File: src/rtl/p_sched_pkg.sv
// rtl/p_sched_pkg.sv - shared constants for the PRESENT-80 request scheduler
package p_sched_pkg;

  localparam int BLK_W  = 64;
  localparam int KEY_W  = 80;
  localparam int ROUNDS = 31;

  localparam logic [1:0] ST_IDLE = 2'd0;
  localparam logic [1:0] ST_LOAD = 2'd1;
  localparam logic [1:0] ST_RUN  = 2'd2;
  localparam logic [1:0] ST_RESP = 2'd3;

endpackage

File: src/rtl/p_rr_arb.sv
// rtl/p_rr_arb.sv - combinational round-robin arbiter
// Ports: req   - request vector, one bit per requester
//        ptr   - index with highest priority this cycle
//        grant - one-hot grant, zero when nothing requests
//        idx   - binary index of the granted requester
//        any   - at least one requester is granted
module p_rr_arb #(
  parameter int N_REQ = 4,
  parameter int ID_W  = 2
) (
  input  logic [N_REQ-1:0] req,
  input  logic [ID_W-1:0]  ptr,
  output logic [N_REQ-1:0] grant,
  output logic [ID_W-1:0]  idx,
  output logic             any
);

  int              sum;
  logic [ID_W-1:0] cand;

  // Walk from the farthest offset back to ptr so the nearest requester at or
  // after ptr is the last one written and therefore wins.
  always_comb begin
    grant = '0;
    idx   = '0;
    any   = 1'b0;
    sum   = 0;
    cand  = '0;
    for (int i = N_REQ - 1; i >= 0; i--) begin
      sum = int'(ptr) + i;
      if (sum >= N_REQ) sum = sum - N_REQ;
      cand = ID_W'(sum);
      if (req[cand]) begin
        any = 1'b1;
        idx = cand;
      end
    end
    grant[idx] = any;
  end

endmodule

File: src/rtl/p_sched.sv
// rtl/p_sched.sv - round-robin scheduler sharing one PRESENT-80 core
// Ports: sys_clk, sys_rst_n            - clock, synchronous active-low reset
//        req_valid/req_ready           - per-requester handshake
//        req_data/req_key              - per-requester plaintext and key slices
//        rsp_valid/rsp_ready           - shared response handshake
//        rsp_id/rsp_data/rsp_err       - response tag, ciphertext, timeout flag
//        core_state/core_keys          - operands presented to the core
//        core_start                    - low loads operands, high runs the core
//        core_done/core_result         - core finish pulse and ciphertext
module p_sched
  import p_sched_pkg::*;
#(
  parameter int N_REQ   = 4,
  parameter int ID_W    = 2,
  parameter int TIMEOUT = 40
) (
  input  logic                   sys_clk,
  input  logic                   sys_rst_n,
  input  logic [N_REQ-1:0]       req_valid,
  output logic [N_REQ-1:0]       req_ready,
  input  logic [N_REQ*BLK_W-1:0] req_data,
  input  logic [N_REQ*KEY_W-1:0] req_key,
  output logic                   rsp_valid,
  input  logic                   rsp_ready,
  output logic [ID_W-1:0]        rsp_id,
  output logic [BLK_W-1:0]       rsp_data,
  output logic                   rsp_err,
  output logic [BLK_W-1:0]       core_state,
  output logic [KEY_W-1:0]       core_keys,
  output logic                   core_start,
  input  logic                   core_done,
  input  logic [BLK_W-1:0]       core_result
);

  localparam int WD_W = $clog2(TIMEOUT);

  logic [1:0]       state;
  logic [ID_W-1:0]  ptr;
  logic [ID_W-1:0]  cur_id;
  logic [WD_W-1:0]  watchdog;
  logic [N_REQ-1:0] grant;
  logic [ID_W-1:0]  gidx;
  logic             gany;

  p_rr_arb #(
    .N_REQ(N_REQ),
    .ID_W (ID_W)
  ) u_arb (
    .req  (req_valid),
    .ptr  (ptr),
    .grant(grant),
    .idx  (gidx),
    .any  (gany)
  );

  // Ready is withheld while reset is asserted so no handshake can appear to
  // complete on a cycle the FSM is being cleared.
  assign req_ready  = (state == ST_IDLE && sys_rst_n) ? grant : '0;
  assign rsp_valid  = (state == ST_RESP);
  assign core_start = (state == ST_RUN);
  assign rsp_id     = cur_id;

  always_ff @(posedge sys_clk) begin
    if (!sys_rst_n) begin
      state      <= ST_IDLE;
      ptr        <= '0;
      cur_id     <= '0;
      watchdog   <= '0;
      core_state <= '0;
      core_keys  <= '0;
      rsp_data   <= '0;
      rsp_err    <= 1'b0;
    end else begin
      case (state)
        ST_IDLE: begin
          if (gany) begin
            core_state <= req_data[gidx*BLK_W +: BLK_W];
            core_keys  <= req_key[gidx*KEY_W +: KEY_W];
            cur_id     <= gidx;
            state      <= ST_LOAD;
          end
        end
        ST_LOAD: begin
          watchdog <= '0;
          state    <= ST_RUN;
        end
        ST_RUN: begin
          // A done arriving on the final watchdog cycle still counts as success.
          if (core_done) begin
            rsp_data <= core_result;
            rsp_err  <= 1'b0;
            state    <= ST_RESP;
          end else if (watchdog == WD_W'(TIMEOUT - 1)) begin
            rsp_data <= '0;
            rsp_err  <= 1'b1;
            state    <= ST_RESP;
          end else begin
            watchdog <= watchdog + WD_W'(1);
          end
        end
        ST_RESP: begin
          if (rsp_ready) begin
            ptr   <= (cur_id == ID_W'(N_REQ - 1)) ? '0 : cur_id + ID_W'(1);
            state <= ST_IDLE;
          end
        end
        default: state <= ST_IDLE;
      endcase
    end
  end

endmodule

File: config.mk
export PLATFORM = sky130hd
export DESIGN_NAME = p_sched
export DESIGN_NICKNAME = d
export VERILOG_FILES = /design/src/rtl/p_sched_pkg.sv /design/src/rtl/p_rr_arb.sv /design/src/rtl/p_sched.sv
export SDC_FILE = /design/constraint.sdc
export NUM_CORES = 1
export LEC_CHECK = 0
export BUFFER_PORTS_ARGS = -buffer_cell sky130_fd_sc_hd__buf_2
export CAP_MARGIN = 0
export CORE_AREA = 8 8 328 330
export CTS_CLUSTER_DIAMETER = 40
export DETAILED_ROUTE_END_ITERATION = 7
export DIE_AREA = 0 0 336 338
export GPL_TIMING_DRIVEN = 0
export PLACE_DENSITY_LB_ADDON = 0.05
export SETUP_SLACK_MARGIN = 0.2
export SLEW_MARGIN = 20
export SYNTH_ARGS = -nofsm -noshare
export SYNTH_HDL_FRONTEND = slang
export SYNTH_HIERARCHICAL = 1
export SYNTH_SLANG_ARGS = --single-unit
File: constraint.sdc
create_clock -name sys_clk -period 2.7 [get_ports sys_clk]
set_clock_uncertainty 0.1 [all_clocks]
set_input_delay 0.27 -clock sys_clk [delete_from_list [all_inputs] [get_ports sys_clk]]
set_output_delay 0.27 -clock sys_clk [all_outputs]
set_load 0.1 [all_outputs]
# Word level (Yosys, flattened, before mapping)
# Cells that the tools add are included.
[word_totals]
ff_bits = 221
out_inout_bits = 217
input_bits = 648
[op_classes]
n_reduce_logical = 10
shift = 2
add_sub_neg = 9
n_lt_le_gt_ge = 10
muxes = 36
bitwise = 1
multipliers = 1
n_eq_ne = 10
[ops]
columns = ["op", "n"]
rows = [
  ["320-bit by 10-bit indexed part select with 80-bit output", 1],
  ["256-bit by 9-bit indexed part select with 64-bit output", 1],
  ["64-bit two-way mux", 2],
  ["2-bit two-way mux", 13],
  ["2-bit by 3-bit < comparator with 1-bit output (second input constant)", 5],
  ["6-bit two-way mux", 2],
  ["6-bit one-hot mux with 2 select lines", 1],
  ["1-bit two-way mux", 11],
  ["3-bit greater-or-equal comparator (second input constant)", 3],
  ["1-bit binary-select mux with 2-bit select", 4],
  ["2-bit one-hot mux with 4 select lines", 1],
  ["2-bit by 1-bit subtractor with 2-bit output (second input constant)", 4],
  ["2-bit by 2-bit adder with 3-bit output (second input constant)", 2],
  ["6-bit by 1-bit adder with 6-bit output (second input constant)", 1],
  ["2-bit equality test (second input constant)", 3],
  ["6-bit equality test (second input constant)", 1],
  ["2-bit != test (second input constant)", 3],
  ["2-bit AND reduction", 3],
  ["3-bit AND reduction", 2],
  ["2-bit by 3-bit multiplier with 5-bit output (second input constant)", 1],
  ["4-bit bitwise AND", 1],
  ["4-bit two-way mux", 1],
  ["2-bit nonzero test", 2],
  ["2-bit by 1-bit adder with 3-bit output (second input constant)", 1],
  ["other kinds (9)", 10],
]

# Logic depth before layout (Yosys ltp)
[depth]
ltp_word = 15
depth_mapped = 9
depth_no_buf = 6

# Modules after synthesis
# Netlist, hierarchy kept.
[modules_own_cells]
columns = ["module", "instances", "cells_per_inst", "area_per_inst_um2"]
rows = [
  ["p_sched", 1, 872, 11115.7],
  ["p_rr_arb", 1, 33, 211.5],
]

# Least setup slack after synthesis
# No wires, ideal clock.
[synth_timing]
kind = "register to register"
startpoint = "register state[0]"
endpoint = "register rsp_data[23]"
slack_ns = 0.165
period_less_slack_ns = 2.535
stages_incl_launch_ff = 9
required_ns = 2.482
setup_ns = 0.118
path_buffers = 2
arrival_time_ns = 2.317
path_cell_list = "dfxtp_1 inv_1 ha_1 nand4b_1 or3b_4 buf_6 buf_6 nand3_2 a21boi_1"
[synth_via]
elab_chain_cells = 2
[synth_rtl]
columns = ["element", "line_no", "source"]
rows = [
  ["from (decl)", "p_sched.sv:37", "logic [1:0] state;"],
  ["from (signal assigned)", "p_sched.sv:65", "state <= ST_IDLE;"],
  ["from (signal assigned)", "p_sched.sv:80", "state <= ST_LOAD;"],
  ["from (signal assigned)", "p_sched.sv:85", "state <= ST_RUN;"],
  ["2-bit equality test", "n/a", ""],
  ["via core_start", "p_sched.sv:30", "output logic core_start,"],
  ["2-bit AND reduction (no source line)", "n/a", ""],
  ["to (signal assigned)", "p_sched.sv:90", "rsp_data <= core_result;"],
  ["to (decl)", "p_sched.sv:26", "output logic [BLK_W-1:0] rsp_data,"],
]
# The timed path passes the listed nets, and every way through them passes these cells.
# A chain may end at the register's enable or synchronous reset.

# Final worst setup path
[layout_timing]
startpoint = "register ptr[1]"
endpoint = "register core_keys[41]"
[layout_via]
elab_chain_cells = 11
elab_cells_between_ends = 34
classes_between = "7 x add/sub; 1 x mul; 4 x order compare; 1 x shift; 20 x mux; 1 x reduce/logical"
[layout_rtl]
columns = ["element", "line_no", "source"]
rows = [
  ["from (decl)", "p_sched.sv:38", "logic [ID_W-1:0] ptr;"],
  ["from (signal assigned)", "p_sched.sv:103", "ptr <= (cur_id == ID_W'(N_REQ - 1)) ? '0 : cur_id + ID_W'(1);"],
  ["2-bit by 2-bit adder with 3-bit output", "p_rr_arb.sv:30", "sum = int'(ptr) + i;"],
  ["3-bit greater-or-equal comparator or 2-bit by 1-bit subtractor with 2-bit output (tied branches)", "p_rr_arb.sv:31", "if (sum >= N_REQ) sum = sum - N_REQ;"],
  ["2-bit two-way mux", "p_rr_arb.sv:31", ""],
  ["1-bit binary-select mux with 2-bit select", "p_rr_arb.sv:33", "if (req[cand]) begin"],
  ["1-bit two-way mux (implied by the code)", "p_rr_arb.sv:33", ""],
  ["2-bit two-way mux (3 in a row)", "p_rr_arb.sv:33", ""],
  ["2-bit two-way mux *", "p_rr_arb.sv:33", ""],
  ["via gidx[0]", "p_sched.sv:42", "logic [ID_W-1:0] gidx;"],
  ["2-bit by 3-bit multiplier with 5-bit output *", "p_sched.sv:78", "core_keys <= req_key[gidx*KEY_W +: KEY_W];"],
  ["320-bit by 10-bit indexed part select with 80-bit output *", "p_sched.sv:78", ""],
  ["to (signal assigned)", "p_sched.sv:78", ""],
  ["to (decl)", "p_sched.sv:29", "output logic [KEY_W-1:0] core_keys,"],
]
# Mark *: on every way through the listed nets, which the timed path passes. The rest lies on a longest branch. The select of a mux whose other input is x is not followed.

==> flow_summary.ini <==
[run_status]
status = complete, no violations

[power_and_ir_drop]
p_leak_nw = 11.03
power.total_w = 0.02376
power_density_mw_per_mm2 = 950.7
ir_drop_uv = 398.0

[synth]
synth.area.top_cells = dfxtp_1 39%, mux4_2 29%, a22o_1 11%
synth-xor-area-share = 0
syn_avg_cell_area_um2 = 12.52
synth_compound_area_frac = 0.1775
ys_seq_area_frac = 0.3906
synth_seq_cells = 221
synthSimpleGateAreaFrac = 0.08660
synthAdderAreaFrac = 0.006628
ys_types = 44
synth_top_area_cell = dfxtp_1
synth_top_family_by_area = multiplexers
synth_top_area_frac = 0.3906
synth_nets = 1559
synthMuxAreaShare = 0.2890
synth_area_mm2 = 0.01133
yosysWarnings = 6
syn_inst = 905

[detailed_routing]
vias_per_cell = 3.755
wl_per_cell_um = 23.35
wl_met1_um = 31990
met2_length_um = 45230
route.antenna.remaining_nets = 0
wl_um = 87530
drt_pass1_iterations = 4
topRoutingLayerUsed = met5
vias = 14070
dr.first_iter.drc_count = 564
dr_wl_met3_um = 7008
remaining_drc_errors = 0

[global_routing]
grt_pass1_wl_um = 117600
grt_overflow = 0
grt_usage = 0.1443
grt_max_degree = 11
grt_pass1_vias = 16190
antenna_found_initial = 22

[placement]
portBuffers = 861
gp_congestion = 0.9032
hpwl_um = 70950
dpl.cell_count = 3146

[finish]
ff_latch_area_mm2 = 0.004428
fillers = 11040
final_cells = 3748
multi_input_area_mm2 = 0.006379
syn_to_final_growth_pct = 120.6
layout_common_cells = 882 x buf_2, 444 x dlygate4sd3_1, 220 x dfxtp_1
final_common_cell = buf_2
drive_gt1_frac = 0.5282
final_nets = 2966

[worst_setup_path]
crit_path_start_kind = flip-flop
path_class = flip-flop to flip-flop
cp.required_ns = 3.08
crit_arrival_ns = 2.91
end_kind = flip-flop
critPathMaxFanout = 5
r2r_start = ptr[1]
setup.worst_path.start = ptr[1]

[cts]
clockRootBuffer = clkbuf_16
clkTransAtPathRegs_ns = 0.04
tritoncts = built
clock_latency_ns = 0.60
htree_levels = 3
cts_buffers = 70
clock_sinks = 221
clk_path_buf_depth = 3

[timing]
finalHoldWorstSlack_ns = 0.04687
drv_slew = 0
fin_crit_ns = 2.534
setup_viol = 0
worst_pin_slew_ns = 0.8332
hold_viol = 0
slew_headroom = 0.4445
min_period_over_period = 0.9386
rsz0062_at_grt = yes
max_freq_mhz = 394.6

[floorplan]
dieArea_mm2 = 0.1136
ios = 865
num_rows = 118
fp.dieH_um = 338
die_w_um = 336
core_mm2 = 0.1026
initial_core_util = 0.1104

[worst_hold_path]
holdCritStartpoint = req_key[241]
hold_path.class = input port to flip-flop

[job]
drv_cap = 0
-- path summary, 6_finish.rpt --
kind	end	slack, ns	cells past startpoint
setup / recovery	core_keys[41]	0.17	10
hold / removal	core_keys[1]	0.05	3
setup reg to reg	core_keys[41]	0.17	10
hold reg to reg	rsp_data[28]	0.36	2
-- synthesized netlist by cell type (all sizes together) --
cell,instances
dfxtp,221
a22o,145
mux4,144
nand2,79
a21boi,72
nand3,72
buf,61
clkbuf,38
inv,9
a21oi,7
o21ai,7
ha,6
and3,5
nor2,4
nor2b,4
and2,3
mux2i,3
nand4b,2
nor3,2
o221a,2
o22ai,2
a31o,1
a31oi,1
nand3b,1
nand4,1
nor3b,1
nor4b,1
o2111ai,1
o211a,1
o21a,1
o221ai,1
o2bb2a,1
o2bb2ai,1
o31a,1
o32ai,1
o41ai,1
or3b,1
or4b,1
-- power breakdown --
| part | total, W | switching [W] | internal [W] |
|---|---|---|---|
| Clock | 0.00775 | 0.00241 | 0.00534 |
| Combinational | 0.0115 | 0.00865 | 0.00286 |
| Sequential | 0.00450 | 0.000421 | 0.00408 |
| Total | 0.0238 | 0.0115 | 0.0123 |
-- critical path, cell delays in order, from the launching register on --
cell	delay (ns)
dfxtp_4	0.36
buf_6	0.12
mux2i_4	0.21
o22ai_2	0.11
a31oi_4	0.21
buf_4	0.16
buf_12	0.11
clkbuf_16	0.17
buf_12	0.13
mux4_2	0.55
a22o_1	0.19
-- metrics by stage --
stage | TNS, ns | cell area [µm²] | setup slack (ns) | utilization
2_1_floorplan | 0 | 11330 | 0.4447 | -
3_3_place_gp | -25.30 | 17370 | -0.4381 | 0.1692
3_5_place_dp | -25.97 | 17370 | -0.4718 | 0.1692
4_1_cts | 0 | 24670 | 0.1423 | 0.2405
5_1_grt | 0 | 24970 | 0.07751 | 0.2434
6_report | 0 | 24990 | 0.1657 | 0.2436
-- layout make-up --
class,instances,area share
Timing Repair Buffer,1335,0.3754
Multi-Input combinational cell,576,0.2552
Sequential cell,221,0.1772
Clock buffer,103,0.08150
Tap cell,1380,0.06909
Buffer,99,0.03179
Clock inverter,16,0.007610
Inverter,9,0.001352
Antenna cell,9,0.0009011
-- timing repair --
item                       4_1_cts  5_1_grt
setup endpoints to repair      148      152
gates resized for setup         89       25
pin swaps                        1        2
buffers inserted                12        2
gates cloned                     8        8
hold endpoints to repair       176        0
hold buffers                   444        0
-- per-layer routing --
metal,up-vias,GRT usage
met2,648,0.2600
met4,10,0.05989
met1,6798,0.1552
met3,146,0.04639
met5,-,0
li1,6472,-
-- flip-flops by register name (all words and copies together), names as in the netlist --
signal,flops
state,2
core_keys,80
rsp_data,64
rsp_id,2
ptr,2
watchdog,6
core_state,64
rsp_err,1
-- cell families (layout without fill, tap and decap cells) --
family	after synthesis	count (layout)
fa+ha+maj	6	6
flops	221	221
simple gates	177	177
other cells	0	9
compound gates	246	246
mux	147	147
buf+inv	108	1562
Power figures use the tool's default switching activity.
